### src/rtl/compound_req_accumulator.sv
// Request types, a small generic response FIFO, and the compound request
// accumulator that consumes write/read requests and queues read responses.
package scam_model_types;
  typedef enum logic {MODE_READ = 1'b0, MODE_WRITE = 1'b1} mode_e;

  typedef struct packed {
    mode_e              mode;
    logic signed [31:0] x;
    logic               y;
  } CompoundType;

  typedef struct packed {
    logic signed [31:0] x;
    logic [31:0]        y;
  } record_t;
endpackage

// Generic circular FIFO with a registered valid flag and zeroed output when empty.
// Latency: a push is visible at the head one cycle later; there is no same-cycle bypass.
// Backpressure: o_full refuses pushes unless a pop happens in the same cycle.
module crq_fifo #(
  parameter int W     = 8,
  parameter int DEPTH = 4
) (
  input  logic         clk,
  input  logic         rst,
  input  logic         i_push,
  input  logic [W-1:0] i_push_dat,
  input  logic         i_pop_rdy,
  output logic         o_vld,
  output logic [W-1:0] o_dat,
  output logic         o_full,
  output logic         o_pop
);
  localparam int AW = (DEPTH > 1) ? $clog2(DEPTH) : 1;

  logic [W-1:0]  r_mem [DEPTH];
  logic [AW-1:0] r_rd_ptr;
  logic [AW-1:0] r_wr_ptr;
  logic [AW:0]   r_count;
  logic          r_vld;
  logic          w_push;
  logic          w_pop;
  logic [AW:0]   w_count_nxt;

  assign w_pop  = r_vld & i_pop_rdy;
  assign o_full = (r_count == (AW+1)'(DEPTH));
  // A pop frees the slot the push lands in, so full+pop still accepts a push.
  assign w_push = i_push & (~o_full | w_pop);
  assign o_pop  = w_pop;
  assign o_vld  = r_vld;
  assign o_dat  = r_vld ? r_mem[r_rd_ptr] : '0;

  always_comb begin
    w_count_nxt = r_count;
    case ({w_push, w_pop})
      2'b10:   w_count_nxt = r_count + 1'b1;
      2'b01:   w_count_nxt = r_count - 1'b1;
      default: w_count_nxt = r_count;
    endcase
  end

  always_ff @(posedge clk) begin
    if (rst) begin
      r_rd_ptr <= '0;
      r_wr_ptr <= '0;
      r_count  <= '0;
      r_vld    <= 1'b0;
    end else begin
      if (w_push) r_wr_ptr <= r_wr_ptr + 1'b1;
      if (w_pop)  r_rd_ptr <= r_rd_ptr + 1'b1;
      r_count <= w_count_nxt;
      r_vld   <= (w_count_nxt != '0);
    end
  end

  always_ff @(posedge clk) begin
    if (w_push) r_mem[r_wr_ptr] <= i_push_dat;
  end
endmodule

// Accumulator: writes load/add into acc, reads queue {x, acc} responses.
// Latency: acc and responses update one cycle after acceptance.
// Backpressure: reads stall while the FIFO is full with no pop; writes never stall.
module compound_req_accumulator
  import scam_model_types::*;
#(
  parameter int DEPTH = 4
) (
  input  logic               clk,
  input  logic               rst,
  input  CompoundType        req_in_sig,
  input  logic               req_in_sync,
  output logic               req_in_notify,
  output record_t            rsp_out_sig,
  output logic               rsp_out_notify,
  input  logic               rsp_out_sync,
  output logic signed [31:0] acc_out
);
  logic signed [31:0]     r_acc;
  logic                   w_is_write;
  logic                   w_full;
  logic                   w_pop;
  logic                   w_accept;
  logic                   w_push;
  record_t                w_push_dat;
  logic [$bits(record_t)-1:0] w_rsp_dat;

  assign w_is_write    = (req_in_sig.mode == MODE_WRITE);
  assign req_in_notify = ~rst & (w_is_write | ~w_full | w_pop);
  assign w_accept      = req_in_sync & req_in_notify;
  assign w_push        = w_accept & ~w_is_write;

  // Response carries the accumulator value from before this edge.
  assign w_push_dat.x = req_in_sig.x;
  assign w_push_dat.y = r_acc;

  always_ff @(posedge clk) begin
    if (rst) begin
      r_acc <= '0;
    end else if (w_accept && w_is_write) begin
      r_acc <= req_in_sig.y ? (r_acc + req_in_sig.x) : req_in_sig.x;
    end
  end

  crq_fifo #(
    .W     ($bits(record_t)),
    .DEPTH (DEPTH)
  ) u_rsp_fifo (
    .clk        (clk),
    .rst        (rst),
    .i_push     (w_push),
    .i_push_dat (w_push_dat),
    .i_pop_rdy  (rsp_out_sync),
    .o_vld      (rsp_out_notify),
    .o_dat      (w_rsp_dat),
    .o_full     (w_full),
    .o_pop      (w_pop)
  );

  assign rsp_out_sig = w_rsp_dat;
  assign acc_out     = r_acc;
endmodule

### config.mk
export PLATFORM = sky130hd
export DESIGN_NAME = compound_req_accumulator
export DESIGN_NICKNAME = d
export VERILOG_FILES = /design/src/rtl/compound_req_accumulator.sv
export SDC_FILE = /design/constraint.sdc
export NUM_CORES = 1
export LEC_CHECK = 0
export ABC_AREA = 1
export BUFFER_PORTS_ARGS = -buffer_cell sky130_fd_sc_hd__clkbuf_2
export CAP_MARGIN = 15
export CORE_MARGIN = 2
export CORE_UTILIZATION = 25
export DETAILED_ROUTE_END_ITERATION = 8
export GPL_ROUTABILITY_DRIVEN = 1
export HOLD_SLACK_MARGIN = 0.06
export PLACE_DENSITY = 0.44
export SLEW_MARGIN = 20
export SYNTH_ARGS = -nofsm -noshare
export SYNTH_HDL_FRONTEND = slang
export SYNTH_HIERARCHICAL = 1
export SYNTH_SLANG_ARGS = --single-unit
export TNS_END_PERCENT = 20
### constraint.sdc
create_clock -name clk -period 4.2 [get_ports clk]
set_clock_uncertainty 0.1 [all_clocks]
set_input_delay 0.21 -clock clk [delete_from_list [all_inputs] [get_ports clk]]
set_output_delay 0.21 -clock clk [all_outputs]
set_load 0.1 [all_outputs]
==> results by group <==
Outcome
  – Outcome: finished clean

Final layout
  – Share of cells above drive strength 1: between 10% and 20%
  – Fin cells: 2465
  – N_diodes: 0
  – Fillers: 5889
  – Area Growth Syn to Fin: 20.2%
  – Fin nets: 1758

Global routing
  – Vias in the first global route: roughly 11000
  – Gr busiest metal: met2
  – Initial antenna violation count: 2
  – Routing usage on met2: 22.0%
  – Met3 track demand over resource: 2.36%
  – First-pass GRT wire length: 62900 µm
  – Met1 Usage GRT: 19.0%
  – Overflow after GRT: 0
  – Largest net degree at the start of global routing: roughly 130
  – Tot GR Track Use: 13.6%

STA
  – Hold Fails Final Rpt: 0
  – Unrepaired setup endpoints after global routing: no
  – Period utilization: 74.6%
  – Worst-Margin Slew: 0.855 ns
  – Minimum clock period: ~3.1 ns
  – Final setup vio count: 0
  – Fmax: around 320 MHz
  – Max_slew headroom: 42.9%
  – Slew Limit Fails: 0
  – Final WS setup: around 1.1 ns
  – Setup TNS Final: 0 ns

Critical path
  – Cell family with most CP delay: buffers and inverters
  – Critical Path Max Stage Delay: between 0.6 and 0.7 ns
  – Internal reg-to-reg setup slack: approximately 1.7 ns
  – CP Max Fanout: 48
  – Arrival time worst endpoint: 2.82 ns
  – Crit end category: output pin
  – CP bufs+invs: 3
  – Worst reg2reg startpoint: u_rsp_fifo/o_vld$_SDFF_PP0_
  – Worst Setup Start Kind: flop
  – CP Class: flop to output pin
  – RR Endpoint: u_rsp_fifo/r_mem[3][23]$_DFFE_PP_
  – Crit-path slowest cell: inv_2
  – Worst R2R Path Depth: 9
  – Worst-path cell chain: inv_2 -> buf_12 -> o21ai_0 -> a21oi_1 -> clkbuf_2
  – CP Data Required Time: just under 4 ns

Synthesis
  – Post-synth top area cell: edfxtp_1
  – Syn Inst Count: 1524
  – Post-synth ARST share: 0%
  – Ys Warns: 6
  – Post-Syn Area: 14300 µm²
  – Number of synthesized flops with an enable pin: 256
  – #FFs+latches synth: 298
  – Net count after synthesis: around 1600
  – Area contributors post-synth: edfxtp_1 (54%), nor2_1 (8.7%), nand2_1 (6.9%)
  – Seq/Total Area, Yosys: about three fifths
  – Yosys cell types: 36
  – Most frequent cell after synthesis: nor2_1
  – Mean post-synth cell area: 9.38 µm²
  – Top_reg_cell synth: edfxtp_1
  – Most common library cells after synthesis: nor2_1 (332), nand2_1 (261), edfxtp_1 (256), o21ai_0 (140), inv_1 (131)
  – Post-synth top area share: 53.8%

Route
  – # DRC: 0
  – Via Count: 10792
  – Antenna-violating nets left: 0
  – Routed WL per cell: 16.4 µm
  – Drt pass-1 iters: 5
  – Routed Wire Length: 40300 µm
  – Initial DRC count: 585
  – Vias per cell: 4.38

Power and ir drop
  – PD cells: between 500 and 600 nW/µm²
  – Pleak: 6.98 nW
  – Peak VDD IR: 0.313 mV
  – Overall Power: 9.67 mW

Clock network
  – Worst-path clk slew: approximately 0.060 ns
  – Clk_lat worst skew: 0.55 ns
  – Post-CTS resize count: 0
  – Clock Tree Buf Depth: 3
  – CTS Buf Count: 34
  – Post-CTS Repair Setup Buffers: 0
  – Post-CTS Hold Buffers: 34
  – # H-tree levels: 2
  – Clock Sinks: 298
  – CTS tree: built
  – Clk root buf: clkbuf_16

Placement
  – Routability cong.: 0.847
  – Dpl cells: 2369
  – Detailed placement HPWL: 27400 µm
  – Buffers on Ports: 135
  – Pre-CTS setup slack: 1.39 ns

Die
  – Initial core utilization: 25.3%
  – Core footprint: 56500 µm²
  – FP Rows: 87
  – Ports: 136
  – Die height: 243 µm
  – Die X: about 240 µm
  – Die ar.: 59100 µm²

Run
  – Maxcap violations: 0

Min path
  – Hold Path Origin: req_in_sig[33]
  – WHS Path Cells: 4
  – Hold Crit Endpoint: acc_out[0]$_SDFFE_PP0P_
  – Min-Delay Path Class: input pin to flop
==> layout by cell type, fill, tap and decap left out, types with 2 or more instances in the layout <==
cell,instances
nor2_1,328
nand2_1,261
edfxtp_1,256
o21ai_0,140
clkbuf_2,135
inv_1,131
a21oi_1,128
nand3_1,47
dfxtp_1,40
ha_1,35
clkbuf_16,34
dlygate4sd3_1,34
nand2_2,17
buf_4,13
o21ai_1,12
xor2_1,12
clkbuf_1,11
clkbuf_8,7
nor2_4,6
inv_2,5
nand3_2,5
xnor2_1,5
a21oi_2,5
clkinv_2,5
clkinv_1,4
nand4_1,4
o21bai_1,3
buf_12,3
inv_4,2
nor3_1,2
nor2_2,2
o211ai_1,2
a31oi_1,2
nor3_2,2
fa_1,2
inv_16,2
==> per-stage QoR <==
stage / util [%] / hold WS, ns / cell area, µm²
2_1_floorplan: - / 0.191 / 14300
3_3_place_gp: 27.9 / 0.356 / 15700
3_5_place_dp: 27.9 / 0.369 / 15700
4_1_cts: 30.4 / 0.0766 / 17200
5_1_grt: 30.4 / 0.123 / 17200
6_report: 30.4 / 0.0901 / 17200
==> how the worst max path moves through the flow <==
stage	from	end	slack, ns	depth (start not counted)
detailed placement	rst	u_rsp_fifo/r_mem[3][23]$_DFFE_PP_	1.39	9
global route	flop	rsp_out_sig[59]	0.90	5
floorplan	u_rsp_fifo/o_vld$_SDFF_PP0_	u_rsp_fifo/r_mem[0][0]$_DFFE_PP_	-0.43	8
global placement	rst	u_rsp_fifo/r_mem[1][23]$_DFFE_PP_	1.38	9
finish	flop	rsp_out_sig[8]	1.07	5
CTS	flop	rsp_out_sig[59]	1.01	5
==> final cells by class <==
cell class	instances	area (µm²)	area share (%)
Sequential cell	298	8530	49.7
Multi-Input combinational cell	1023	4890	28.5
Timing Repair Buffer	185	1170	6.83
Clock buffer	52	988	5.75
Tap cell	756	946	5.51
Inverter	141	534	3.11
Clock inverter	10	115	0.670
==> metal layers <==
metal  up-vias  share of wire, %  routed length [µm]
li1       5413                 -                   -
met1      5126                48               19600
met2       205                46               18500
met3        48               4.0                1610
met4         0               1.7                 685
met5         -                 0                   0
==> worst reg2reg max path: cells and delay by family, from the launching register on <==
kind | cells | cell delay, ns
buffers and inverters | 3 | 0.77
DFF | 1 | 0.36
and+or+nand+nor | 4 | 0.59
AOI/OAI and AO/OA | 2 | 0.31
==> power by group <==
| group | switching, mW | total, mW | internal, mW |
|---|---|---|---|
| Sequential | 0.0696 | 3.37 | 3.30 |
| Combinational | 2.85 | 3.38 | 0.525 |
| Clock | 1.22 | 2.93 | 1.71 |
| Total | 4.14 | 9.67 | 5.53 |
==> sequential cells by signal, summed over array words and instances (netlist names), named ones only <==
name / count
u_rsp_fifo/o_vld: 1
u_rsp_fifo/r_wr_ptr: 2
u_rsp_fifo/r_rd_ptr: 2
u_rsp_fifo/r_count: 3
acc_out: 32
u_rsp_fifo/r_mem: 256
==> cell families (layout without fill, tap and decap cells) <==
logic type | Yosys count | count (layout) | synth area share [%]
flops | 298 | 298 | 59.7
xor+xnor | 17 | 17 | 1.04
fa+ha+maj | 37 | 37 | 3.34
compound gates | 294 | 294 | 10.6
simple gates | 675 | 675 | 19.0
buf+inv | 203 | 388 | 6.33
No activity file was read; power rests on OpenSTA's default activity.
